--- src/rtl/rv_ctrl_pkg.sv ---
// Shared encodings for the multi-cycle RV32I main controller: opcodes, FSM states,
// datapath select codes and trap causes. CTRL_SYSTEM_EN adds the HALT state.
package rv_ctrl_pkg;

  localparam logic [6:0] OP_LOAD   = 7'b0000011;
  localparam logic [6:0] OP_IMM    = 7'b0010011;
  localparam logic [6:0] OP_AUIPC  = 7'b0010111;
  localparam logic [6:0] OP_STORE  = 7'b0100011;
  localparam logic [6:0] OP_R      = 7'b0110011;
  localparam logic [6:0] OP_LUI    = 7'b0110111;
  localparam logic [6:0] OP_BRANCH = 7'b1100011;
  localparam logic [6:0] OP_JALR   = 7'b1100111;
  localparam logic [6:0] OP_JAL    = 7'b1101111;
  localparam logic [6:0] OP_SYSTEM = 7'b1110011;

  typedef enum logic [4:0] {
    S_FETCH     = 5'd0,
    S_DECODE    = 5'd1,
    S_EXEC_R    = 5'd2,
    S_EXEC_I    = 5'd3,
    S_LUI       = 5'd4,
    S_AUIPC     = 5'd5,
    S_ALU_WB    = 5'd6,
    S_MEM_ADDR  = 5'd7,
    S_MEM_READ  = 5'd8,
    S_MEM_WB    = 5'd9,
    S_MEM_WRITE = 5'd10,
    S_BRANCH    = 5'd11,
    S_JAL       = 5'd12,
    S_JALR      = 5'd13,
    S_JUMP      = 5'd14,
    S_TRAP      = 5'd15
`ifdef CTRL_SYSTEM_EN
    , S_HALT    = 5'd16
`endif
  } state_t;

  localparam logic [1:0] RES_ALUOUT = 2'b00;
  localparam logic [1:0] RES_MEM    = 2'b01;
  localparam logic [1:0] RES_ALU    = 2'b10;

  localparam logic [1:0] SRCA_PC    = 2'b00;
  localparam logic [1:0] SRCA_OLDPC = 2'b01;
  localparam logic [1:0] SRCA_RS1   = 2'b10;
  localparam logic [1:0] SRCA_ZERO  = 2'b11;

  localparam logic [1:0] SRCB_RS2   = 2'b00;
  localparam logic [1:0] SRCB_IMM   = 2'b01;
  localparam logic [1:0] SRCB_FOUR  = 2'b10;

  localparam logic [1:0] ALU_ADD    = 2'b00;
  localparam logic [1:0] ALU_SUB    = 2'b01;
  localparam logic [1:0] ALU_FUNCT  = 2'b10;

  localparam logic [1:0] CAUSE_NONE    = 2'b00;
  localparam logic [1:0] CAUSE_ILLEGAL = 2'b01;
  localparam logic [1:0] CAUSE_BUS     = 2'b10;

  // Branch condition from funct3 and the ALU compare flags; 010/011 never reach here.
  function automatic logic branch_taken(input logic [2:0] funct3, input logic zero,
                                        input logic lt, input logic ltu);
    case (funct3)
      3'b000:  return zero;
      3'b001:  return !zero;
      3'b100:  return lt;
      3'b101:  return !lt;
      3'b110:  return ltu;
      3'b111:  return !ltu;
      default: return 1'b0;
    endcase
  endfunction

endpackage

--- src/rtl/ctrl_mem_timer.sv ---
// Memory wait-state counter: counts cycles with a request pending and no ready, and
// flags the cycle in which the wait reaches MEM_TIMEOUT (0 disables the flag).
module ctrl_mem_timer #(
  parameter int MEM_TIMEOUT = 15
) (
  input  logic clk,
  input  logic rst,
  input  logic busy,
  input  logic ready,
  input  logic clear,
  output logic timeout
);

  localparam int CW = (MEM_TIMEOUT < 1) ? 1 : $clog2(MEM_TIMEOUT + 1);
  localparam logic [CW-1:0] SAT  = CW'(MEM_TIMEOUT);
  localparam logic [CW-1:0] LAST = CW'((MEM_TIMEOUT < 1) ? 0 : MEM_TIMEOUT - 1);

  logic [CW-1:0] cnt;

  // NOTE: clocked state uses non-blocking assignments so every flop samples pre-edge values.
  always_ff @(posedge clk or negedge rst) begin
    if (!rst)
      cnt <= '0;
    else if (clear)
      cnt <= '0;
    else if (busy && !ready && cnt != SAT)
      cnt <= cnt + 1'b1;
  end

  // This wait cycle is the MEM_TIMEOUT-th; a ready in the same cycle still wins.
  assign timeout = (MEM_TIMEOUT > 0) && busy && !ready && (cnt == LAST);

endmodule

--- src/rtl/rv_multicycle_ctrl.sv ---
// Main control FSM of the multi-cycle RV32I core with memory handshake, bus timeout and
// sticky trap. Define CTRL_SYSTEM_EN to make ECALL/EBREAK halt instead of trapping.
module rv_multicycle_ctrl
  import rv_ctrl_pkg::*;
#(
  parameter int MEM_TIMEOUT = 15
) (
  input  logic       clk,
  input  logic       rst,
  input  logic [6:0] opcode,
  input  logic [2:0] funct3,
  input  logic [6:0] funct7,
  input  logic       zero,
  input  logic       lt,
  input  logic       ltu,
  input  logic       mem_ready,
  output logic       mem_req,
  output logic       PCWrite,
  output logic       IRWrite,
  output logic       MemWrite,
  output logic       RegWrite,
  output logic       AdrSrc,
  output logic [1:0] ResultSrc,
  output logic [1:0] ALUSrcA,
  output logic [1:0] ALUSrcB,
  output logic [1:0] alu_op,
  output logic       trap,
  output logic [1:0] trap_cause,
  output logic       halted,
  output logic [4:0] state_o
);

  state_t     state, state_next;
  logic [1:0] cause_next;
  logic       timeout;
  logic       state_change;
  logic       illegal;

  always_ff @(posedge clk or negedge rst) begin
    if (!rst) begin
      state      <= S_FETCH;
      trap_cause <= CAUSE_NONE;
    end else begin
      state      <= state_next;
      trap_cause <= cause_next;
    end
  end

  // Reset removes the request immediately, even in the middle of an access.
  assign mem_req = rst && (state == S_FETCH || state == S_MEM_READ || state == S_MEM_WRITE);

  assign state_change = (state_next != state);

  ctrl_mem_timer #(
    .MEM_TIMEOUT(MEM_TIMEOUT)
  ) u_timer (
    .clk    (clk),
    .rst    (rst),
    .busy   (mem_req),
    .ready  (mem_ready),
    .clear  (state_change),
    .timeout(timeout)
  );

  // NOTE: every output of this block gets a default first, so no path can infer a latch.
  always_comb begin
    state_next = state;
    cause_next = trap_cause;
    illegal    = 1'b0;
    PCWrite    = 1'b0;
    IRWrite    = 1'b0;
    MemWrite   = 1'b0;
    RegWrite   = 1'b0;
    AdrSrc     = 1'b0;
    ResultSrc  = RES_ALUOUT;
    ALUSrcA    = SRCA_PC;
    ALUSrcB    = SRCB_RS2;
    alu_op     = ALU_ADD;

    case (state)
      S_FETCH: begin
        ALUSrcB   = SRCB_FOUR;
        ResultSrc = RES_ALU;
        if (mem_ready) begin
          IRWrite    = 1'b1;
          PCWrite    = 1'b1;
          state_next = S_DECODE;
        end else if (timeout) begin
          state_next = S_TRAP;
          cause_next = CAUSE_BUS;
        end
      end

      S_DECODE: begin
        ALUSrcA = SRCA_OLDPC;
        ALUSrcB = (opcode == OP_JAL || opcode == OP_JALR) ? SRCB_FOUR : SRCB_IMM;
        case (opcode)
          OP_R:
            if (funct7 == 7'b0000000 || funct7 == 7'b0100000) state_next = S_EXEC_R;
            else illegal = 1'b1;
          OP_IMM:             state_next = S_EXEC_I;
          OP_LOAD, OP_STORE:  state_next = S_MEM_ADDR;
          OP_BRANCH:
            if (funct3[2:1] != 2'b01) state_next = S_BRANCH;
            else illegal = 1'b1;
          OP_JAL:             state_next = S_JAL;
          OP_JALR:
            if (funct3 == 3'b000) state_next = S_JALR;
            else illegal = 1'b1;
          OP_LUI:             state_next = S_LUI;
          OP_AUIPC:           state_next = S_AUIPC;
`ifdef CTRL_SYSTEM_EN
          OP_SYSTEM:
            if (funct3 == 3'b000) state_next = S_HALT;
            else illegal = 1'b1;
`else
          OP_SYSTEM:          illegal = 1'b1;
`endif
          default:            illegal = 1'b1;
        endcase
        if (illegal) begin
          state_next = S_TRAP;
          cause_next = CAUSE_ILLEGAL;
        end
      end

      S_EXEC_R: begin
        ALUSrcA    = SRCA_RS1;
        ALUSrcB    = SRCB_RS2;
        alu_op     = ALU_FUNCT;
        state_next = S_ALU_WB;
      end

      S_EXEC_I: begin
        ALUSrcA    = SRCA_RS1;
        ALUSrcB    = SRCB_IMM;
        alu_op     = ALU_FUNCT;
        state_next = S_ALU_WB;
      end

      S_LUI: begin
        ALUSrcA    = SRCA_ZERO;
        ALUSrcB    = SRCB_IMM;
        state_next = S_ALU_WB;
      end

      S_AUIPC: begin
        ALUSrcA    = SRCA_OLDPC;
        ALUSrcB    = SRCB_IMM;
        state_next = S_ALU_WB;
      end

      S_ALU_WB: begin
        RegWrite   = 1'b1;
        state_next = S_FETCH;
      end

      S_MEM_ADDR: begin
        ALUSrcA    = SRCA_RS1;
        ALUSrcB    = SRCB_IMM;
        state_next = (opcode == OP_STORE) ? S_MEM_WRITE : S_MEM_READ;
      end

      S_MEM_READ, S_MEM_WRITE: begin
        AdrSrc   = 1'b1;
        MemWrite = (state == S_MEM_WRITE);
        if (mem_ready) begin
          state_next = (state == S_MEM_READ) ? S_MEM_WB : S_FETCH;
        end else if (timeout) begin
          state_next = S_TRAP;
          cause_next = CAUSE_BUS;
        end
      end

      S_MEM_WB: begin
        ResultSrc  = RES_MEM;
        RegWrite   = 1'b1;
        state_next = S_FETCH;
      end

      S_BRANCH: begin
        ALUSrcA    = SRCA_RS1;
        ALUSrcB    = SRCB_RS2;
        alu_op     = ALU_SUB;
        PCWrite    = branch_taken(funct3, zero, lt, ltu);
        state_next = S_FETCH;
      end

      // Link value oldPC+4 sits in ALUOut from DECODE while the ALU forms the target.
      S_JAL, S_JALR: begin
        RegWrite   = 1'b1;
        ALUSrcA    = (state == S_JAL) ? SRCA_OLDPC : SRCA_RS1;
        ALUSrcB    = SRCB_IMM;
        state_next = S_JUMP;
      end

      S_JUMP: begin
        PCWrite    = 1'b1;
        state_next = S_FETCH;
      end

      S_TRAP: state_next = S_TRAP;

`ifdef CTRL_SYSTEM_EN
      S_HALT: state_next = S_HALT;
`endif

      default: state_next = S_FETCH;
    endcase

    if (!rst) begin
      PCWrite = 1'b0;
      IRWrite = 1'b0;
    end
  end

  assign trap    = (state == S_TRAP);
  assign state_o = state;

`ifdef CTRL_SYSTEM_EN
  assign halted = (state == S_HALT);
`else
  assign halted = 1'b0;
`endif

endmodule

--- config.mk ---
export PLATFORM = sky130hd
export DESIGN_NAME = rv_multicycle_ctrl
export DESIGN_NICKNAME = d
export VERILOG_FILES = /design/src/rtl/rv_ctrl_pkg.sv /design/src/rtl/ctrl_mem_timer.sv /design/src/rtl/rv_multicycle_ctrl.sv
export SDC_FILE = /design/constraint.sdc
export NUM_CORES = 1
export LEC_CHECK = 0
export CAP_MARGIN = 20
export CORE_ASPECT_RATIO = 1.1
export CORE_MARGIN = 1.5
export CORE_UTILIZATION = 30
export CTS_BUF_LIST = sky130_fd_sc_hd__clkbuf_4 sky130_fd_sc_hd__clkbuf_8
export DETAILED_ROUTE_END_ITERATION = 12
export GPL_TIMING_DRIVEN = 0
export PLACE_DENSITY = 0.68
export RECOVER_POWER = 100
export SLEW_MARGIN = 20
export SYNTH_ARGS = -nofsm -noshare
export SYNTH_HDL_FRONTEND = slang
export SYNTH_SLANG_ARGS = --single-unit
--- constraint.sdc ---
create_clock -name clk -period 2.17 [get_ports clk]
set_input_delay 0.217 -clock clk [delete_from_list [all_inputs] [get_ports clk]]
set_output_delay 0.217 -clock clk [all_outputs]
set_load 0.01 [all_outputs]
After elaboration in Yosys (flattened, before gate mapping)
Cells that the tools add are included.
{"block": "classes", "n_mux": 37, "n_addsub": 1, "reduce_logical": 29, "eq_ne": 37}
{"cell": "== test 5 x 4 -> 1 bit, second input constant", "count": 8}
{"cell": "case mux 5 bit (8 select lines)", "count": 1}
{"cell": "two-way mux 5 bit", "count": 7}
{"cell": "case mux 5 bit (7 select lines)", "count": 1}
{"cell": "== test 7 x 6 -> 1 bit, second input constant", "count": 4}
{"cell": "== test 7 bit, second input constant", "count": 3}
{"cell": "== test 5 x 3 -> 1 bit, second input constant", "count": 4}
{"cell": "== test 7 x 5 -> 1 bit, second input constant", "count": 2}
{"cell": "== test 3 bit, second input constant", "count": 4}
{"cell": "two-way mux 2 bit", "count": 6}
{"cell": "two-way mux 4 bit", "count": 3}
{"cell": "case mux 2 bit (2 select lines)", "count": 3}
{"cell": "OR reduction 4 bit", "count": 3}
{"cell": "OR reduction 6 bit", "count": 2}
{"cell": "two-way mux 1 bit", "count": 11}
{"cell": "== test 5 x 2 -> 1 bit, second input constant", "count": 2}
{"cell": "OR reduction 2 bit", "count": 5}
{"cell": "case mux 2 bit (4 select lines)", "count": 1}
{"cell": "== test 7 x 2 -> 1 bit, second input constant", "count": 1}
{"cell": "zero test 7 bit", "count": 1}
{"cell": "case mux 1 bit (6 select lines)", "count": 1}
{"cell": "case mux 2 bit (3 select lines)", "count": 1}
{"cell": "== test 5 x 1 -> 1 bit, second input constant", "count": 1}
{"cell": "zero test 5 bit", "count": 1}
{"cell": "16 further kinds", "count": 28}
{"block": "word_totals", "input_bits": 23, "ff_bits": 11, "word_cells": 107, "out_inout_bits": 23}

Depth between registers and ports, before layout
Gate-level depths: netlist (run 1).
{"block": "logic_depth", "word_depth": 11, "ltp_mapped": 8, "ltp_nobuf": 8}

Modules after synthesis
A second synthesis (run 1) with hierarchy kept.
{"block": "unflattened", "cells_unflattened": 159, "area_unflattened_um2": 1226.2}
{"mod": "rv_multicycle_ctrl", "seq_area_each_um2": 175.2, "cells_each": 134, "instances": 1, "area_per_inst_um2": 978.4}
{"mod": "ctrl_mem_timer", "seq_area_each_um2": 100.1, "cells_each": 25, "instances": 1, "area_per_inst_um2": 247.7}

Least setup slack after synthesis (run 1)
No wires, ideal clock.
{"block": "synth_timing", "kind": "reg2reg", "start": "reg state[2], in the netlist state_o[2]", "end": "reg u_timer.cnt[0]", "setup_ns": 0.086, "path_stages_with_launch": 8, "t_required_ns": 2.084, "slack_ns": -0.154, "n_path_buf": 1, "period_less_slack_ns": 2.324, "t_arrival_ns": 2.238, "path_cell_list": "dfrtp_1 -> buf_6 -> or4b_4 -> nor4_4 -> nor4_1 -> o32a_1 -> mux2i_4 -> nor3_1"}
{"block": "synth_between", "elab_chain_cells": 11, "elab_cells_between_ends": 34, "cone_classes": "eq/ne (12); mux (11); reduce/logical (11)"}
{"item": "from (decl)", "line": "rv_multicycle_ctrl.sv:33", "text": "state_t state, state_next;"}
{"item": "from (signal assigned)", "line": "rv_multicycle_ctrl.sv:44", "text": "state <= state_next;"}
{"item": "== test 5 x 4 -> 1 bit or zero test 5 bit (tied branches)", "line": "rv_multicycle_ctrl.sv:50, rv_multicycle_ctrl.sv:80, rv_multicycle_ctrl.sv:168"}
{"item": "logical OR 1 bit (2 in a row)", "line": "rv_multicycle_ctrl.sv:50", "text": "assign mem_req = rst && (state == S_FETCH || state == S_MEM_READ || state == S_MEM_WRITE);"}
{"item": "logical AND 1 bit", "line": "rv_multicycle_ctrl.sv:50"}
{"item": "logical AND 1 bit", "line": "ctrl_mem_timer.sv:26, ctrl_mem_timer.sv:31"}
{"item": "logical AND 1 bit", "line": "ctrl_mem_timer.sv:31", "text": "assign timeout = (MEM_TIMEOUT > 0) && busy && !ready && (cnt == LAST);"}
{"item": "two-way mux 5 bit", "line": "rv_multicycle_ctrl.sv:88, rv_multicycle_ctrl.sv:169"}
{"item": "two-way mux 5 bit (on tied branches)", "line": "rv_multicycle_ctrl.sv:167, rv_multicycle_ctrl.sv:84"}
{"item": "case mux 5 bit (7 select lines)", "line": "rv_multicycle_ctrl.sv:80", "text": "case (state)"}
{"item": "inequality test 5 bit", "line": "rv_multicycle_ctrl.sv:52", "text": "assign state_change = (state_next != state);"}
{"item": "two-way mux 4 bit or nonzero test 2 bit (tied branches)"}
{"item": "to (signal assigned)", "line": "ctrl_mem_timer.sv:27", "text": "cnt <= cnt + 1'b1;"}
{"item": "to (decl)", "line": "ctrl_mem_timer.sv:18", "text": "logic [CW-1:0] cnt;"}
Parallel ways exist; a longest one is shown, timed or not.
A chain may end at the register's enable or synchronous reset.

Worst setup path in the final report (run 1)
{"block": "layout_timing", "start": "reg state[4], in the netlist state_o[4]", "end": "reg u_timer.cnt[3]"}
Same word-level chain as after synthesis.

==> reports/results.ini, run 1 <==
[floorplan]
start_util_pct=31.8
die_h_um=71.7
core_area_um2=4050
die-area_um2=4690
die_w_um=65.5
row_count=24
ioPinCount=46

[layout]
drive_gt1_share_pct=23.9
register_area_um2=278
nets=252
n_antenna_cell=0
syn_to_final_growth_pct=62.2
n_fill_cell=412
multi_input_area_um2=1050

[timing]
relSlewSlack_pct=46.5
finalHoldViolations=0
setup_slack_ns=-0.107
final_max_slew_viol_count=0
finalSetupViolations=4
fmax_ghz=0.439
finalClockSkew_ns=0.000743
rsz0062_at_grt=true
min_period_ns=2.28
tightest_slew_ns=0.793
period_share_pct=105

[logic_synthesis]
synth_edf_count=0
yosysWarningCount=0
seq_area_frac_synth_pct=21.4
synthArstFlopShare_pct=100
synth_ff_type=dfrtp_1
synth_area_per_cell_um2=7.76
netlist-cell-type-count=55
ys_seq_elements=11
synth_cells=166
netlist_area_um2=1290

[worst_setup_path]
critical_path_arrival_ns=2.43
reg2reg_from=state_o[4]$_DFF_PN0_
start_kind=flip-flop
required_ns=2.32
crit_type=reg2reg
endpoint_kind=flip-flop
startpoint=state_o[4]$_DFF_PN0_
critPathMaxFanout=7

[global_route]
grt_overflow=0
grt_usage_pct=16.8
grt_max_degree=14
grt_pass1_wl_um=6440
grt_pass1_vias=1398
grt_antenna_before_repair=0

[drt]
vias=1479
ant_nets=0
drt-wirelength-per-cell_um=14.2
drt_wl_total_um=3940
drtIter0Drc=106
drc_errors=0
drt-pass1-iter-count=4
via_per_inst=5.32

[clock_network]
clk_latency_ns=0.24
cts_buffers=3
clockRootBuffer=clkbuf_8
tritoncts=done
cts_max_path_buffers=2
clk_pin_slew_ns=0.05
cts_sinks=11
cts_max_level=1

[power_and_ir_drop]
pwr-share-seq_pct=18.0
p_sw_w=0.000762
p_per_area_nw_per_um2=837
ir_worst_vdd_v=0.000370
intPower_w=0.000985
pwr-share-comb_pct=69.6
leakage_nw=0.893
p_total_w=0.00175
clkPwrFrac_pct=12.4
swShare_pct=43.6

[placement]
place.gp.congestion=0.944
post-place-ws_ns=-0.807
dp_hpwl_um=2840
port_buffers=41

[run]
max-cap-violations=0

[min_path]
hp-start=trap_cause[1]$_DFFE_PN0P_
hold_path.class=reg2reg

[outcome]
violations=setup timing
status=finished, violations left

[cell usage in the layout, fill, tap and decap left out, types with 2 or more instances in the layout]
cell | Yosys | layout
xor2_1 | 4 | 4
dfrtp_1 | 11 | 9
a2bb2oi_1 | 2 | 2
o21ai_0 | 6 | 6
xnor2_1 | 3 | 3
nor4_1 | 7 | 7
clkbuf_8 | 0 | 4
o32a_1 | 2 | 2
o21bai_1 | 2 | 2
dlygate4sd3_1 | 0 | 4
clkbuf_1 | 6 | 2
nor3_1 | 16 | 13
a21o_1 | 2 | 2
dlymetal6s2s_1 | 0 | 7
and2_1 | 2 | 2
nand2b_1 | 9 | 8
inv_1 | 6 | 6
a2111oi_0 | 2 | 2
buf_2 | 4 | 4
buf_4 | 1 | 13
ha_1 | 2 | 2
mux2i_1 | 2 | 2
nand3b_1 | 2 | 2
nand2_1 | 14 | 13
nor4_4 | 1 | 3
or3_1 | 3 | 2
a211oi_1 | 4 | 3
nor3_2 | 0 | 2
a21oi_1 | 6 | 6
clkdlybuf4s50_1 | 0 | 22
dfrtp_2 | 0 | 2
nor2_1 | 15 | 13
dlygate4sd2_1 | 0 | 7
nand3_1 | 2 | 2
conb_1 | 1 | 2
buf_6 | 1 | 5
[synth_stat cells, types with 2 or more instances]
master,count,area [um^2]
nor3_1,16,80.1
nor2_1,15,56.3
nand2_1,14,52.6
dfrtp_1,11,275
nand2b_1,9,56.3
nor4_1,7,43.8
a21oi_1,6,30.0
clkbuf_1,6,22.5
inv_1,6,22.5
o21ai_0,6,30.0
a211oi_1,4,30.0
buf_2,4,20.0
xor2_1,4,35.0
or3_1,3,18.8
xnor2_1,3,26.3
a2111oi_0,2,17.5
a21o_1,2,15.0
a2bb2oi_1,2,17.5
and2_1,2,12.5
ha_1,2,25.0
mux2i_1,2,20.0
nand3_1,2,10.0
nand3b_1,2,15.0
nor2b_1,2,12.5
nor4_2,2,25.0
o21bai_1,2,15.0
o32a_1,2,20.0
[layout make-up]
class | instances | area share, %
sequential | 11 | 13.3
clock buffer | 4 | 2.34
inverter | 6 | 1.08
multi-input combinational | 138 | 50.4
timing repair buffer | 56 | 25.7
buffer | 11 | 4.01
tap | 52 | 3.12
[through the flow]
step / util [%] / instance area (um^2) / setup TNS, ns / hold WS [ns] / std cells
floorplan: - / 1310 / -0.209 / -0.0786 / 167
global placement: 43.9 / 1780 / -6.55 / 0.479 / 260
detailed placement: 43.9 / 1780 / -6.69 / 0.479 / 260
CTS: 47.0 / 1900 / -0.744 / 0.0435 / 270
global route: 51.5 / 2090 / -0.726 / 0.517 / 278
finish: 51.5 / 2090 / -0.362 / 0.479 / 278
[layer usage]
| metal | GRT usage [%] | wire (um) | up-vias | share of wire [%] |
|---|---|---|---|---|
| met2 | 28.2 | 1950 | 46 | 50 |
| li1 | - | - | 739 | - |
| met1 | 23.5 | 1850 | 692 | 47 |
| met4 | 3.70 | 8 | 0 | 0.20 |
| met5 | 0 | 0 | - | 0 |
| met3 | 1.10 | 125 | 2 | 3.2 |
[worst paths after layout]
| kind | to | cells past startpoint | slack [ns] |
|---|---|---|---|
| worst max-delay path | u_timer.cnt[3]$_DFFE_PN0P_ | 8 | -0.11 |
| worst min-delay path | trap_cause[1]$_DFFE_PN0P_ | 1 | 0.48 |
| worst max register to register | u_timer.cnt[3]$_DFFE_PN0P_ | 8 | -0.11 |
| worst min register to register | trap_cause[1]$_DFFE_PN0P_ | 1 | 0.48 |
| max in group asynchronous | state_o[3]$_DFF_PN0_ | 2 | 1.26 |
| min in group asynchronous | u_timer.cnt[2]$_DFFE_PN0P_ | 2 | 0.56 |
[power groups by stage]
stage | Sequential, W | Combinational [W] | Clock [W]
floorplan | 0.000313 | 0.000616 | 0
global placement | 0.000306 | 0.000999 | 0
detailed placement | 0.000307 | 0.00101 | 0
CTS | 0.000309 | 0.00105 | 0.000219
global route | 0.000324 | 0.00132 | 0.000228
finish | 0.000315 | 0.00122 | 0.000216
[flip-flops by register name, summed over array words and instances, names as in the netlist]
name	count
state_o	5
u_timer.cnt	4
trap_cause	2
[critical path: stages, from the launching register on]
cell      delay [ns]
dfrtp_1         0.38
buf_6           0.14
or4b_4          0.58
nor4_4          0.22
o21bai_4        0.23
buf_6           0.13
o31a_1          0.17
o32ai_4         0.13
nor3_1          0.21
[cells by family after synthesis]
family / share of synthesized area, %
xor gates and xnor gates: 4.76
AOI/OAI and AO/OA: 21.8
and+or+nand+nor: 39.2
muxes: 4.18
other: 0.291
buffers and inverters: 6.51
adders and majority gates: 1.94
DFF: 21.4
[repair_timing]
action | in CTS | in global routing
setup endpoints to repair | 22 | 17
hold buffers | 0 | 1
pin swaps | 9 | 13
gates resized for setup | 24 | 31
hold endpoints to repair | 0 | 11
setup buffers | 7 | 7
Note: power is estimated with default switching activity, not from simulation.
==> inputs of run 2 (changes only) <==
SETUP_SLACK_MARGIN = 0.05   (was unset)
==> reports/results.ini, run 2 (same netlist as run 1, synthesis figures left out) <==
[layout]
final_cells=283
final_util_pct=53.2
drive_gt1_share_pct=27.7
syn_to_final_growth_pct=67.6
final_cell_mix=buf_4, nor3_1, nand2_1, nor2_1, clkdlybuf4s50_1
final_common_cell=buf_4
largest_reg_flops=5
fin_area_um2=2160
nets=257
n_antenna_cell=0

[drt]
drc_errors=0
ant_nets=0
vias=1500
drt_wl_total_um=4150
drt-pass1-iter-count=4
via_per_inst=5.30
drt-wirelength-per-cell_um=14.7
drtIter0Drc=99

[worst_setup_path]
start_kind=flip-flop
critical_path_arrival_ns=2.42
worstPathCellList=buf_6 -> or4b_4 -> nor4_4 -> o21bai_4 -> buf_6 -> o31a_1 -> o32ai_4 -> nor3_1
required_ns=2.32
crit_type=reg2reg
critPathSlowestCell=or4b_4
critPathMaxFanout=7
endpoint_kind=flip-flop
max_stage_delay_ns=0.56
crit_path_frequent_cell=buf_6

[placement]
port_buffers=41
place.gp.congestion=0.944
dp_hpwl_um=2840
post-place-ws_ns=-0.807
place_area_um2=1780
post-place-cells=260

[timing]
final_max_slew_viol_count=0
setup_slack_ns=-0.0973
tightest_slew_ns=0.845
fmax_ghz=0.441
relSlewSlack_pct=42.9
holdWs_ns=-0.139
period_share_pct=104
finalClockSkew_ns=0.00254
finalHoldViolations=11
min_period_ns=2.27
finalSetupViolations=4
rsz0062_at_grt=true

[global_route]
grt_antenna_before_repair=0
grt_pass1_wl_um=6770
grt_pass1_vias=1432
grt_overflow=0
grt_usage_pct=17.9
grt_max_degree=14

[power_and_ir_drop]
pwr-share-comb_pct=71.0
swShare_pct=43.8
pwr-share-seq_pct=17.1
p_sw_w=0.000794
leakage_nw=0.980
ir_worst_vdd_v=0.000368
intPower_w=0.00102
p_per_area_nw_per_um2=841
clkPwrFrac_pct=12.0

[run]
max-cap-violations=0

[outcome]
status=finished, violations left
violations=hold timing, setup timing

[floorplan]
die-area_um2=4690
ioPinCount=46
start_util_pct=31.8
die_w_um=65.5
core_area_um2=4050
die_h_um=71.7
row_count=24

[clock_network]
postCtsHoldBufs=0
cts_sinks=11
cts_max_level=1
cts_buffers=3
tritoncts=done
clk_pin_slew_ns=0.05
clockRootBuffer=clkbuf_8
cts_max_path_buffers=2
clk_latency_ns=0.24

[min_path]
hold_path.class=in2async

==> run 2: cell types whose count changed in the layout (fill, tap and decap cells not counted), sizes merged, moves of 3 or more <==
cell,previous run,this run
dlygate4sd2,7,10
dlymetal6s2s,7,11
clkdlybuf4s50,22,12
buf,22,28
==> run 2: cell type report <==
cell class                 count  area [um^2]
buffer                        12          100
clock buffer                   4         48.8
tap                           52         65.1
fill                         389         1900
timing repair buffer          60          573
sequential                    11          277
inverter                       6         26.3
multi-input combinational    138         1070
==> run 2: per-layer routing <==
layer / global-route usage, % / wire length [um]
met5: 0 / 0
met2: 31.0 / 2160
met3: 1.26 / 146
met4: 3.70 / 17
met1: 24.4 / 1820
==> run 2: path summary, 6_finish.rpt <==
path                                              end  slack [ns]  cells past startpoint                 startpoint
setup / recovery           u_timer.cnt[1]$_DFFE_PN0P_        -0.1                      8       state_o[4]$_DFF_PN0_
hold / removal             u_timer.cnt[3]$_DFFE_PN0P_       -0.14                      1                        rst
setup reg to reg           u_timer.cnt[1]$_DFFE_PN0P_        -0.1                      8       state_o[4]$_DFF_PN0_
hold reg to reg             trap_cause[1]$_DFFE_PN0P_        0.48                      1  trap_cause[1]$_DFFE_PN0P_
max in group asynchronous        state_o[3]$_DFF_PN0_        2.05                      1                        rst
min in group clk            trap_cause[1]$_DFFE_PN0P_        0.48                      1  trap_cause[1]$_DFFE_PN0P_
==> run 2: worst max-delay path, delay by kind of cell (launching register included) <==
kind	cells	cell delay, ns
and+or+nand+nor	3	0.98
AOI/OAI and AO/OA	3	0.54
DFF	1	0.38
buffers and inverters	2	0.28
==> run 2: metrics by stage <==
stage | TNS (ns) | total power [W]
2_1_floorplan | -0.209 | 0.000929
3_3_place_gp | -6.55 | 0.00131
3_5_place_dp | -6.69 | 0.00131
4_1_cts | -0.732 | 0.00165
5_1_grt | -0.646 | 0.00194
6_report | -0.278 | 0.00181
==> run 2: power by group through the flow <==
stage | clock network (W) | registers [W] | logic [W]
final | 0.000217 | 0.000310 | 0.00129
after global placement | 0 | 0.000306 | 0.000999
after floorplan | 0 | 0.000313 | 0.000616
after CTS | 0.000219 | 0.000309 | 0.00112
after detailed placement | 0 | 0.000307 | 0.00101
after global routing | 0.000230 | 0.000319 | 0.00140
==> run 2: repair_timing <==
action                                  CTS  global route
resized for setup                        39            38
pin swaps                                12            13
gates cloned                              0             0
endpoints found under the hold margin     0            11
buffers inserted                         10             9
endpoints found under the setup margin   22            18
==> patch: new RTL, config.mk and constraints of run 1 <==
`MEM_TIMEOUT` is set to 15 in 2 places; all go to 16.
--- a/src/rtl/ctrl_mem_timer.sv
+++ b/src/rtl/ctrl_mem_timer.sv
@@ -3,3 +3,3 @@
 module ctrl_mem_timer #(
-  parameter int MEM_TIMEOUT = 15
+  parameter int MEM_TIMEOUT = 16
 ) (
--- a/src/rtl/rv_multicycle_ctrl.sv
+++ b/src/rtl/rv_multicycle_ctrl.sv
@@ -5,3 +5,3 @@
 #(
-  parameter int MEM_TIMEOUT = 15
+  parameter int MEM_TIMEOUT = 16
 ) (
Behaviour: no difference found for any inputs over 10 cycles, from zero or initial values and one cycle with rst low; that may be too few to reach the edited logic, so the function may still have changed.
==> patch against run 1 <==
- count of clock-buffer cells in the layout unchanged
- total power decreased by 6.2%
- synthesized cell count increased by 12%
- sequential power decreased by 1%
- worst setup slack improved by 0.13 ns
- sequential cell count increased by 1
- routed wire length increased by 7.4%
- synthesized area increased by 13%
- final area increased by 2.9%
==> patch: results (changes against run 1) <==
Hold Path Class = input port to async pin (was flop to flop)
Fill cell count = 470 (was 412)
CP max stage cell = dfrtp_1 (was or4b_4)
Drt initial violations = 111 (was 106)
Total GRT Usage = 0.161 (was 0.168)
FF+latch count = 12 (was 11)
Area occupied by multi-input gates = 1110 um2 (was 1050 um2)
Final net count = 265 (was 252)
Final Skew = 0.00132 ns (was 0.000743 ns)
Top cells by area, synth = dfrtp_1 21%, nor2_1 5.7%, a21oi_1 3.4%, buf_6 3.1%, xor2_1 3.0% (was dfrtp_1 21%, nor3_1 6.2%, nand2b_1 4.4%, nor2_1 4.4%, nand2_1 4.1%)
Wire length on met2 = 2.17 mm (was 1.95 mm)
Arrival time worst endpoint = 2.32 ns (was 2.43 ns)
Gp weighted congestion = 0.903 (was 0.944)
WL met3 = 151 um (was 125 um)
M1 WL = 1.83 mm (was 1.85 mm)
Post-synthesis sequential area ratio = 0.206 (was 0.214)
Status = complete, no violations (was finished with violations)
First-pass GRT wire length = 7.18 mm (was 6.44 mm)
Max VDD drop = 0.272 mV (was 0.370 mV)
I/O Buffers = 42 (was 41)
Bufs w/o clock = 60 (was 67)
Cells after DPL = 285 (was 260)
Largest stage delay on the critical path = 0.38 ns (was 0.58 ns)
Worst-Margin Slew = 0.742 ns (was 0.793 ns)
Reg2reg start = u_timer.cnt[0] (was state_o[4])
Post-DP HPWL = 3.12 mm (was 2.84 mm)
Post-CTS Setup Inserts = 2 (was 7)
Setup TNS = 0 ns (was -0.362 ns)
Static Leakage = 0.904 nW (was 0.893 nW)
Fraction of layout cells with a size suffix above 1 = 0.202 (was 0.239)
Inverters = 11 (was 6)
Post-Place Setup Slack = -0.543 ns (was -0.807 ns)
patch: how the worst max path moves through the flow:
stage	start	cells after the start	slack, ns	end
after floorplan	u_timer.cnt[0]	9	0.06	u_timer.cnt[1]
after detailed placement	rst	7	-0.54	u_timer.cnt[1]
after global routing	u_timer.cnt[1]	9	-0.08	u_timer.cnt[4]
after CTS	u_timer.cnt[1]	9	-0.06	u_timer.cnt[0]
after global placement	rst	7	-0.48	u_timer.cnt[3]
final	u_timer.cnt[0]	9	0.02	u_timer.cnt[0]
patch: where the power goes:
group	internal, mW	switching [mW]	leakage, nW
registers	0.262	0.0489	0.156
clock network	0.160	0.0826	0.0288
logic	0.506	0.580	0.719
patch: kinds of logic after synthesis:
group / after synthesis / share of synthesized area
buffers and inverters: 24 / 0.0985
XOR/XNOR: 6 / 0.0360
AND/OR/NAND/NOR: 91 / 0.382
AO/OA/AOI/OAI: 47 / 0.236
flip-flops: 12 / 0.206
multiplexers: 2 / 0.0137
adder cells (fa/ha/maj): 3 / 0.0257
other: 1 / 0.00257
